<file path="src/rtl/seg7_scan_ctrl.sv">
// seg7_scan_ctrl: time-multiplexed BCD 7-segment scanner with a tear-free frame buffer.
// Optional leading-zero blanking is built when SEG_LZB_EN is defined.
module seg7_scan_ctrl #(
    parameter int unsigned DIGITS    = 4,
    parameter int unsigned DIV       = 1000,
    parameter int unsigned BLANK_CYC = 2
) (
    input  logic                clk,
    input  logic                rst_n,
    input  logic                enable,
    input  logic                load,
    input  logic [4*DIGITS-1:0] digits_in,
    output logic [6:0]          seg,
    output logic [DIGITS-1:0]   an,
    output logic                frame_done
);

    localparam int unsigned DW = 4 * DIGITS;
    localparam int unsigned CW = (DIV > 1) ? $clog2(DIV) : 1;
    localparam int unsigned IW = (DIGITS > 1) ? $clog2(DIGITS) : 1;

    localparam logic [CW-1:0] CNT_LAST  = CW'(DIV - 1);
    localparam logic [CW-1:0] CNT_BLAST = CW'((BLANK_CYC == 0) ? 32'd0 : BLANK_CYC - 1);
    localparam logic [IW-1:0] IDX_LAST  = IW'(DIGITS - 1);

    typedef enum logic [1:0] {
        IDLE  = 2'd0,
        BLANK = 2'd1,
        SHOW  = 2'd2
    } state_t;

    localparam state_t SLOT_START = (BLANK_CYC == 0) ? SHOW : BLANK;

    state_t            state, state_n;
    logic [CW-1:0]     cnt, cnt_n;
    logic [IW-1:0]     idx, idx_n, idx_inc;
    logic [DW-1:0]     shadow, shadow_n;
    logic [DW-1:0]     pending, pending_n;
    logic              pending_valid, pending_valid_n;
    logic [6:0]        seg_n;
    logic [DIGITS-1:0] an_n, an_sel, lzb;
    logic              frame_done_n;
    logic [3:0]        cur_digit;
    logic              cur_blank;
    logic              boundary;

    function automatic logic [6:0] decode(input logic [3:0] d);
        case (d)
            4'd0:    return 7'b1111110;
            4'd1:    return 7'b0110000;
            4'd2:    return 7'b1101101;
            4'd3:    return 7'b1111001;
            4'd4:    return 7'b0110011;
            4'd5:    return 7'b1011011;
            4'd6:    return 7'b1011111;
            4'd7:    return 7'b1110000;
            4'd8:    return 7'b1111111;
            4'd9:    return 7'b1111011;
            default: return 7'b0110111;
        endcase
    endfunction

`ifdef SEG_LZB_EN
    logic lead;

    // Zeros above the highest nonzero digit are blanked; digit 0 always shows.
    always_comb begin
        lead = 1'b1;
        lzb  = '0;
        for (int k = int'(DIGITS) - 1; k >= 0; k--) begin
            lead   = lead && (shadow[4*k +: 4] == 4'd0);
            lzb[k] = lead && (k != 0);
        end
    end
`else
    assign lzb = '0;
`endif

    // Select the digit, its blanking flag and its anode for the current slot.
    always_comb begin
        cur_digit = 4'd0;
        cur_blank = 1'b0;
        an_sel    = '0;
        for (int k = 0; k < int'(DIGITS); k++) begin
            if (idx == IW'(k)) begin
                cur_digit = shadow[4*k +: 4];
                cur_blank = lzb[k];
                an_sel[k] = 1'b1;
            end
        end
    end

    assign idx_inc  = (idx == IDX_LAST) ? '0 : idx + IW'(1);
    assign boundary = enable && (state == SHOW) && (cnt == CNT_LAST) && (idx == IDX_LAST);

    // Next-state, counters, frame buffers and next output values.
    always_comb begin
        state_n         = state;
        cnt_n           = cnt;
        idx_n           = idx;
        shadow_n        = shadow;
        pending_n       = pending;
        pending_valid_n = pending_valid;
        seg_n           = '0;
        an_n            = '0;
        frame_done_n    = boundary;

        if (load) begin
            pending_n       = digits_in;
            pending_valid_n = 1'b1;
        end

        if (!enable) begin
            state_n = IDLE;
            cnt_n   = '0;
            idx_n   = '0;
        end else begin
            case (state)
                IDLE: begin
                    state_n = SLOT_START;
                    cnt_n   = '0;
                    idx_n   = '0;
                end
                BLANK: begin
                    cnt_n = cnt + CW'(1);
                    if (cnt == CNT_BLAST) state_n = SHOW;
                end
                SHOW: begin
                    an_n  = an_sel;
                    seg_n = cur_blank ? 7'd0 : decode(cur_digit);
                    if (cnt == CNT_LAST) begin
                        cnt_n   = '0;
                        idx_n   = idx_inc;
                        state_n = SLOT_START;
                    end else begin
                        cnt_n = cnt + CW'(1);
                    end
                end
                default: state_n = IDLE;
            endcase
        end

        // Shadow only changes while idle or exactly at a frame boundary.
        if ((state == IDLE) || boundary) begin
            if (load)               shadow_n = digits_in;
            else if (pending_valid) shadow_n = pending;
            pending_valid_n = 1'b0;
        end
    end

    always_ff @(posedge clk or negedge rst_n) begin
        if (!rst_n) begin
            state         <= IDLE;
            cnt           <= '0;
            idx           <= '0;
            shadow        <= '0;
            pending       <= '0;
            pending_valid <= 1'b0;
            seg           <= '0;
            an            <= '0;
            frame_done    <= 1'b0;
        end else begin
            state         <= state_n;
            cnt           <= cnt_n;
            idx           <= idx_n;
            shadow        <= shadow_n;
            pending       <= pending_n;
            pending_valid <= pending_valid_n;
            seg           <= seg_n;
            an            <= an_n;
            frame_done    <= frame_done_n;
        end
    end

endmodule

</file>
<file path="config.mk">
export PLATFORM = sky130hd
export DESIGN_NAME = seg7_scan_ctrl
export DESIGN_NICKNAME = d
export VERILOG_FILES = /design/src/rtl/seg7_scan_ctrl.sv
export SDC_FILE = /design/constraint.sdc
export NUM_CORES = 1
export LEC_CHECK = 0
export BUFFER_PORTS_ARGS = -buffer_cell sky130_fd_sc_hd__buf_2
export CORE_MARGIN = 4
export CORE_UTILIZATION = 40
export CTS_CLUSTER_SIZE = 12
export DETAILED_ROUTE_END_ITERATION = 16
export GPL_ROUTABILITY_DRIVEN = 0
export GPL_TIMING_DRIVEN = 0
export HOLD_SLACK_MARGIN = 0.15
export SETUP_SLACK_MARGIN = 0.05
export SYNTH_ARGS = -nofsm -noshare
export SYNTH_HDL_FRONTEND = slang
export SYNTH_SLANG_ARGS = --single-unit
</file>
<file path="constraint.sdc">
create_clock -name clk -period 5 [get_ports clk]
set_input_delay 0.75 -clock clk [delete_from_list [all_inputs] [get_ports clk]]
set_output_delay 0.75 -clock clk [all_outputs]
set_load 0.005 [all_outputs]
</file>
* After elaboration in Yosys (flattened, before gate mapping) *
Memory sizes are Yosys's and may differ from the RTL's.
Cells that the tools add are included.

cells by class
  multiplexer cells = 27
  equal/unequal tests = 11
  $add $sub $neg = 2
  reduce and logical (&&, ||, !) cells = 11

operator list
  kind                                                              number
  16-bit two-way mux                                                2
  10-bit one-hot mux with 3 select lines                            1
  4-bit two-way mux                                                 6
  10-bit two-way mux                                                2
  7-bit two-way mux                                                 2
  2-bit two-way mux                                                 6
  10-bit by 1-bit adder with 10-bit output, second input constant   1
  10-bit by 1-bit == test with 1-bit output, second input constant  1
  10-bit == test, second input constant                             1
  2-bit == test, second input constant                              3
  1-bit two-way mux                                                 6
  2-bit one-hot mux with 3 select lines                             1
  2-bit AND reduction                                               3
  2-bit by 1-bit == test with 1-bit output, second input constant   2
  2-bit zero test                                                   2
  4-bit by 1-bit != test with 1-bit output, second input constant   1
  2-bit one-hot mux with 2 select lines                             1
  2-bit nonzero test                                                2
  1-bit logical AND                                                 3
  3-bit by 1-bit != test with 1-bit output, second input constant   1
  3-bit by 2-bit != test with 1-bit output, second input constant   1
  3-bit != test, second input constant                              1
  2-bit by 1-bit adder with 2-bit output, second input constant     1
  1-bit logical OR                                                  1

word-level totals
  input bits = 20
  memories = 1
  register bits = 59
  output and inout port bits = 12
  memory bits (read-only) = 112
  word-level logic and storage cells = 61

memory list
  memory           words  width  rd ports  clocked after memory_dff  wr ports  RTL line  source
  (no name shown)  16     7      1         0                         0         48        case (d)

* Logic depth before layout (Yosys ltp) *
Gate-level depths: netlist of the first run.
An unclocked memory read counts as a cell.

  depth in word-level cells = 8
  mapped depth = 10
  gate-level depth less buffers = 9

* Worst setup path after synthesis of the first run *
Ideal clock, no wire load.

  path type = reg-to-reg
  start = reg state[0]
  end = reg shadow[10]
  required time = 4.875 ns
  cell stages (with the launch flop) = 10
  arrival = 1.947 ns
  slack = 2.928 ns
  path buffers = 3
  path through = dfrtp_1 > inv_1 > ha_1 > clkbuf_2 > nand2_1 > nor4_4 > o22a_2 > buf_6 > buf_12 > mux2_4

between the ends
  cells in the longest elaborated chain, start to end = 6
  elaborated cells on any way between the ends = 7

RTL lines
  element                          RTL line  source
  start, declared                  34        state_t state, state_n;
  start signal, assigned           163       state <= state_n;
  2-bit == test                    94        assign boundary = enable && (state == SHOW) && (cnt == CNT_LAST) && (idx == IDX_LAST);
  1-bit logical AND (3 in series)  94
  net boundary                     45        logic boundary;
  1-bit logical OR                 144       if ((state == IDLE) || boundary) begin
  2-bit AND reduction (no line)    --
  end signal, assigned             166       shadow <= shadow_n;
  end, declared                    37        logic [DW-1:0] shadow, shadow_n;

The timed path passes the listed nets, and every way through them passes these cells.
A chain may end at the register's enable or synchronous reset.

* Worst setup path after layout of the first run *
  start = reg idx[1]
  end = reg seg[3]

between the ends
  cells in the longest elaborated chain, start to end = 8
  elaborated cells on any way between the ends = 11

RTL lines
  element                          RTL line  source
  start, declared                  36        logic [IW-1:0] idx, idx_n, idx_inc;
  start signal, assigned           165       idx <= idx_n;
  2-bit zero test                  85        if (idx == IW'(k)) begin
  4-bit two-way mux (3 in series)  85
  4-bit two-way mux (*)            85
  memory 16 x 7 bit (*)            --
  7-bit two-way mux (*)            118       case (state)
  7-bit two-way mux (*)            113       if (!enable) begin
  net seg_n[3]                     40        logic [6:0] seg_n;
  end signal, assigned             169       seg <= seg_n;
  end, declared                    13        output logic [6:0] seg,

The timed path passes the listed nets; every way through them passes the cells marked *.

==> flow_summary.rst, run 1 <==
.. list-table::
   :header-rows: 1

   * - Metric
     - Value
   * - Outcome
     - complete, no violations
   * - Post-Layout Cell Count
     - 369
   * - Yosys reg bits
     - 59
   * - Largest driver fanout on the critical path
     - 9
   * - Core box area
     - 6832 um^2
   * - Hold slack final
     - 0.4839 ns
   * - Top cell type by total area after synthesis
     - sky130_fd_sc_hd__dfrtp_1
   * - Total number of H-tree levels
     - 3
   * - Cell count after synthesis
     - 228
   * - Final number of max-transition violations
     - 0
   * - Clock latency reported for the late side of the worst-skew pair
     - 0.33 ns
   * - Gr usage total
     - 0.1352
   * - Total inserted antenna cells
     - 0
   * - Post-CTS clock slew at the launch and capture registers of the worst setup and hold paths
     - 0.06 ns
   * - Highest routed layer
     - met4
   * - Final critical-path share of the clock period
     - 0.4874
   * - Antenna violations before repair
     - 0
   * - Count of endpoints failing hold in the final timing report
     - 0
   * - Routed len/inst
     - 14.19 um
   * - Post-synthesis instance area
     - 2821 um^2
   * - Slew @ Worst Pin
     - 0.7463 ns
   * - Via density
     - 5.005
   * - Post-synth top flop
     - sky130_fd_sc_hd__dfrtp_1
   * - Most repeated cell in the gate-level netlist after synthesis
     - sky130_fd_sc_hd__dfrtp_1
   * - Area fraction of the dominant cell type after synthesis
     - 0.5233
   * - Worst-case register-to-register setup slack
     - 2.56 ns
   * - Maximum number of pins on one net before global-route repair
     - 60
   * - Synth async-reset ratio
     - 1.000
   * - Post_cts resized
     - 0
   * - Share of synthesized area occupied by flip-flops and latches
     - 0.5233
   * - Startpoint of the worst setup timing path
     - idx[1]
   * - CTS Hold Buffers Added
     - 0
   * - Cell variety after synth
     - 49
   * - GRT overflow
     - 0
   * - Number of cells in the design after placement
     - 354
   * - Largest family of logic cells by synthesized area
     - multiplexers
   * - Number of warnings reported in the yosys synthesis log
     - 0
   * - Setup crit start kind
     - register
   * - Endpoint of the worst-slack reg-to-reg timing path
     - seg[3]
   * - Fmax
     - 0.4104 GHz
   * - Most instantiated cells after synthesis
     - sky130_fd_sc_hd__dfrtp_1, sky130_fd_sc_hd__mux2_2, sky130_fd_sc_hd__nand2_1
   * - Leading cell types by total area after synthesis
     - sky130_fd_sc_hd__dfrtp_1, sky130_fd_sc_hd__mux2_2, sky130_fd_sc_hd__ha_1, sky130_fd_sc_hd__mux2_4, sky130_fd_sc_hd__nand2_1
   * - Number of search-and-repair iterations in the first detailed-routing pass
     - 4
   * - Kind of end point of the critical path
     - register
   * - ANT nets after route
     - 0
   * - Number of vias after detailed routing
     - 1847
   * - EDFF count, synth
     - 0
   * - Worst-case clock buffer depth
     - 2
   * - Non-Filler Cell Area, Final
     - 3296 um^2
   * - Arrival time of data at the critical path endpoint
     - 2.62 ns
   * - Net count reported at finish
     - 301
   * - Die X-Extent
     - 91.99 um
   * - Final HPWL DP
     - 3630 um
   * - M1 wire length
     - 2699 um
   * - Pwr dens
     - 481.0 nW/um^2
   * - I/O pin count
     - 32
   * - Area grow syn2layout
     - 16.81%
   * - Fill cell instance count of the final layout
     - 645
   * - Global-route wire length before repair
     - 8894 um
   * - Clock tree root driver cell
     - sky130_fd_sc_hd__clkbuf_8
   * - Routed wl met2
     - 2133 um
   * - Max_slew headroom
     - 0.5025
   * - Register-to-Register Path Depth
     - 8
   * - Area share of fa/ha/maj cells after synthesis
     - 0.05322
   * - Clock buffer count from CTS
     - 9
   * - Synth Area per Inst
     - 12.37 um^2
   * - Worst clock skew
     - 0.005666 ns
   * - Fraction of layout cells with a size suffix above 1
     - 0.3297
   * - Worst Setup Slack post-DPL
     - 2.593 ns
   * - Worst reg2reg path startpoint
     - idx[1]
   * - Leakage power summed over all cells
     - 1.508 nW
   * - Maximum vdd drop
     - 0.1911 mV
   * - Compound-cell area share of the yosys netlist
     - 0.08160
   * - Starting utilization of the core area
     - 0.4130
   * - Port bufs
     - 30
   * - Xor and xnor area share after synthesis
     - 0.01242
   * - Overall power after layout
     - 1.585 mW
   * - Vertical die dimension
     - 91.99 um
   * - Drt drc
     - 0
   * - Placed standard-cell area
     - 3092 um^2
   * - Number of setup buffers added after CTS
     - 0
   * - Startpoint-to-endpoint class of the critical path
     - register to register
   * - Final core utilization
     - 0.4824
   * - 1st-iter DRT viols
     - 124
   * - Clock sink count
     - 59
   * - RSZ-0062 raised after global routing
     - no
   * - Setup TNS
     - 0 ns
   * - Post-detailed-routing wire length
     - 5235 um
   * - Final critical-path setup slack
     - 2.563 ns
   * - Final critical delay including setup and external delays
     - 2.437 ns
   * - Worst Hold Class
     - input port to asynchronous set/reset pin
   * - TritonCTS clock tree
     - done
   * - Destination of the critical timing path
     - seg[3]
   * - Total length of routed met3 wires
     - 299 um
   * - Multiplexer fraction of the synthesized cell area
     - 0.1481
   * - Via count of the first global-routing pass
     - 1814
   * - Area share of and/or/nand/nor cells after synthesis
     - 0.1415
   * - Data required time of the critical path
     - 5.18 ns
   * - Floorplan die area
     - 8461 um^2
   * - Final setup violation count
     - 0
   * - Max cap viols
     - 0
   * - Count of standard-cell rows
     - 30
   * - Net count after synthesis
     - 260
## cell type report
| class | instances | area, um^2 | share of cell area |
|---|---|---|---|
| clock inverter | 4 | 50.05 | 0.01519 |
| multi-input combinational | 151 | 1232 | 0.3740 |
| inverter | 7 | 26.28 | 0.007973 |
| buffer | 11 | 86.33 | 0.02620 |
| timing repair buffer | 30 | 152.6 | 0.04632 |
| sequential | 59 | 1476 | 0.4480 |
| clock buffer | 11 | 151.4 | 0.04594 |
| tap | 96 | 120.1 | 0.03645 |
## layer usage
layer | up-vias | global-route usage
met4 | 0 | 0.07550
met2 | 46 | 0.1776
li1 | 904 | -
met3 | 11 | 0.03774
met1 | 886 | 0.1976
met5 | - | 0
## power breakdown
group | internal [mW] | total, mW | switching [mW]
registers | 0.584 | 0.642 | 0.0582
clock network | 0.253 | 0.439 | 0.185
logic | 0.265 | 0.504 | 0.239
total | 1.10 | 1.59 | 0.483
## critical path, cell delays in order, from the launching register on
cell and delay, ns:
sky130_fd_sc_hd__dfrtp_1 0.42, sky130_fd_sc_hd__inv_1 0.09, sky130_fd_sc_hd__ha_1 0.13, sky130_fd_sc_hd__clkbuf_1 0.27, sky130_fd_sc_hd__nand2_1 0.09, sky130_fd_sc_hd__o211ai_1 0.14, sky130_fd_sc_hd__o221ai_1 0.31, sky130_fd_sc_hd__ha_1 0.40
sky130_fd_sc_hd__a2111oi_0 0.43
## registers in the layout, indices dropped and copies added, names as in the netlist
name,count
pending_valid,1
an,4
frame_done,1
state,2
seg,7
idx,2
shadow,16
pending,16
cnt,10
## cell usage in the layout, fill, tap and decap left out, drive strengths merged, types with 2 or more instances in the layout
cell	netlist	layout
nand3b	3	3
buf	6	36
xor2	2	2
nor4b	3	3
nand4	4	4
inv	7	7
nand3	5	5
ha	12	12
nor3b	4	4
mux2i	2	2
nand2b	3	3
o22ai	3	3
and3	6	6
mux2	32	32
clkinvlp	0	2
o211ai	4	4
and2	2	2
nor2	13	13
o21ai	6	6
clkbuf	5	16
xnor2	2	2
a31oi	3	3
nand2	15	15
nor4	3	3
a2111oi	2	2
nor3	6	6
o2bb2ai	2	2
dfrtp	59	59
## kinds of logic after synthesis
| family | after synthesis |
|---|---|
| buffers and inverters | 18 |
| adders and majority gates | 12 |
| AOI/OAI and AO/OA | 31 |
| DFF | 59 |
| xor gates and xnor gates | 4 |
| and+or+nand+nor | 70 |
| muxes | 34 |
## how the worst min path moves through the flow
stage / slack (ns) / start / cells after the start / end
final: 0.48 / rst_n / 1 / cnt[2]
after global routing: 0.51 / pending[11] / 1 / pending[11]
after CTS: 0.50 / pending[3] / 1 / pending[3]
after detailed placement: 0.49 / pending[11] / 1 / pending[11]
after global placement: 0.48 / pending[4] / 1 / pending[4]
after floorplan: 0.45 / rst_n / 0 / an[0]
(Power assumes the default switching activity.)
==> run 2, diff against run 1 <==
==> constraint.sdc (replaced) <==
create_clock -name clk -period 2.45 [get_ports clk]
set_input_delay 0.3675 -clock clk [delete_from_list [all_inputs] [get_ports clk]]
set_output_delay 0.3675 -clock clk [all_outputs]
set_load 0.005 [all_outputs]
==> flow_summary.rst, run 2 (synthesis gave the netlist of run 1 again) <==
.. list-table::
   :header-rows: 1

   * - Metric
     - Value
   * - Routed len/inst
     - 14.35 um
   * - Proportion of power drawn by flip-flops and latches
     - 0.402
   * - Internal Pwr Total
     - 2.267 mW
   * - Via count of the first global-routing pass
     - 1811
   * - Slew @ Worst Pin
     - 0.7353 ns
   * - Count of standard-cell rows
     - 30
   * - Fill cell instance count of the final layout
     - 642
   * - Startpoint-to-endpoint class of the critical path
     - register to register
   * - Combinational share of power
     - 0.324
   * - GRT overflow
     - 0
   * - Clock sink count
     - 59
   * - Switch share
     - 0.3060
   * - Largest stage delay on the critical path
     - 0.42 ns
   * - Registers with the most flip-flops
     - pending x16, shadow x16, cnt x10
   * - Maximum vdd drop
     - 0.3915 mV
   * - Commonest cells after routing, fill and taps aside
     - sky130_fd_sc_hd__dfrtp_1, sky130_fd_sc_hd__buf_2, sky130_fd_sc_hd__mux2_2, sky130_fd_sc_hd__nand2_1
   * - Area grow syn2layout
     - 17.56%
   * - Antenna violations before repair
     - 0
   * - Net count reported at finish
     - 301
   * - Via density
     - 5.035
   * - Fmax
     - 0.4378 GHz
   * - Cell type group with the largest total delay on the critical path
     - buffers and inverters
   * - CTS Hold Buffers Added
     - 0
   * - Clock network fraction of total power
     - 0.274
   * - TritonCTS clock tree
     - done
   * - RSZ-0062 raised after global routing
     - yes
   * - Die X-Extent
     - 91.99 um
   * - Worst clock skew
     - 0.005467 ns
   * - Max_slew headroom
     - 0.5098
   * - Max cap viols
     - 0
   * - Number of cells in the design after placement
     - 354
   * - Number of vias after detailed routing
     - 1858
   * - Count of endpoints failing hold in the final timing report
     - 0
   * - Final number of max-transition violations
     - 0
   * - Clock buffer count from CTS
     - 9
   * - Worst Hold Class
     - input port to asynchronous set/reset pin
   * - Data required time of the critical path
     - 2.67 ns
   * - Vertical die dimension
     - 91.99 um
   * - Setup TNS
     - 0 ns
   * - Combined area of the multi-input logic cells
     - 1250 um^2
   * - Leakage power summed over all cells
     - 1.515 nW
   * - Gr usage total
     - 0.1352
   * - Global-route wire length before repair
     - 8894 um
   * - 1st-iter DRT viols
     - 111
   * - Clock tree root driver cell
     - sky130_fd_sc_hd__clkbuf_8
   * - Largest driver fanout on the critical path
     - 10
   * - Final setup violation count
     - 0
   * - Critical path buffer and inverter count
     - 4
   * - Core box area
     - 6832 um^2
   * - Maximum number of pins on one net before global-route repair
     - 60
   * - Outcome
     - complete, no violations
   * - Slowest CP cell
     - sky130_fd_sc_hd__dfrtp_1
   * - Worst-case clock buffer depth
     - 2
   * - CP cell instances
     - inv_1 -> ha_1 -> clkbuf_2 -> nand2_1 -> nor4_4 -> o22a_2 -> buf_6 -> buf_12 -> mux2_4
   * - Total number of H-tree levels
     - 3
   * - Starting utilization of the core area
     - 0.4130
   * - Final HPWL DP
     - 3630 um
   * - Post-Layout Cell Count
     - 369
   * - Most common library cell in the layout ignoring fill and taps
     - sky130_fd_sc_hd__dfrtp_1
   * - Final critical-path share of the clock period
     - 0.9323
   * - Drt drc
     - 0
   * - Post-detailed-routing wire length
     - 5296 um
   * - Kind of end point of the critical path
     - register
   * - Port bufs
     - 30
   * - Setup crit start kind
     - register
   * - ANT nets after route
     - 0
   * - Pwr dens
     - 985.0 nW/um^2
   * - Arrival time of data at the critical path endpoint
     - 2.50 ns
   * - Reported net switching power
     - 999.8 uW
   * - Post-CTS clock slew at the launch and capture registers of the worst setup and hold paths
     - 0.07 ns
   * - Final critical delay including setup and external delays
     - 2.284 ns
   * - Total inserted antenna cells
     - 0
   * - Number of search-and-repair iterations in the first detailed-routing pass
     - 4
   * - I/O pin count
     - 32
   * - Sequential cell area
     - 1476 um^2
   * - Fraction of layout cells with a size suffix above 1
     - 0.3443
   * - Floorplan die area
     - 8461 um^2
   * - Clock latency reported for the late side of the worst-skew pair
     - 0.33 ns
[run 2: layout make-up]
type / instances / share of cell area
multi-input cells: 151 / 0.3768
well taps: 96 / 0.03621
flip-flops and latches: 59 / 0.4451
repair buffers: 31 / 0.04828
inverters: 7 / 0.007922
clock inverters: 4 / 0.01509
clock buffers: 11 / 0.04564
plain buffers: 10 / 0.02490
[run 2: final timing paths]
path                            cells past startpoint  slack, ns    startpoint         end
worst min-delay path                                1       0.11         rst_n  pending[3]
min in group clk                                    2       0.29  digits_in[4]  pending[4]
worst max-delay path                                9       0.17      state[0]  shadow[13]
max in group asynchronous                           1       1.87         rst_n      idx[0]
worst min register to register                      1       0.50    pending[3]  pending[3]
worst max register to register                      9       0.17      state[0]  shadow[13]
[run 2: repair_timing]
item	CTS	global route
gates resized for setup	1	4
pin swaps	1	1
buffers inserted	0	1
endpoints found under the setup margin	6	5
[run 2: per-stage QoR]
step | area (um^2) | utilization | power [mW] | hold slack [ns] | setup WS, ns
after floorplan | 2821 | - | 2.117 | 0.07191 | 0.3781
after global placement | 3092 | 0.4526 | 2.331 | 0.4829 | 0.06541
after detailed placement | 3092 | 0.4526 | 2.357 | 0.4873 | 0.04290
after CTS | 3299 | 0.4830 | 3.271 | 0.2693 | 0.1450
after global routing | 3317 | 0.4855 | 3.462 | 0.1660 | 0.03102
final | 3317 | 0.4855 | 3.267 | 0.1070 | 0.1658
[run 2: power by group through the flow]
stage	clock, mW	combinational (mW)	sequential [mW]
after floorplan	0	0.825	1.29
after global placement	0	1.01	1.32
after detailed placement	0	1.03	1.33
after CTS	0.916	1.04	1.31
after global routing	0.956	1.17	1.34
final	0.895	1.06	1.31
[run 2: per-layer routing]
| layer | vias to the layer above | global-route usage | part of all wire |
|---|---|---|---|
| met5 | - | 0 | 0 |
| met4 | 0 | 0.07550 | 0.018 |
| met3 | 7 | 0.03774 | 0.056 |
| met2 | 52 | 0.1776 | 0.42 |
| met1 | 895 | 0.1976 | 0.50 |
| li1 | 904 | - | - |
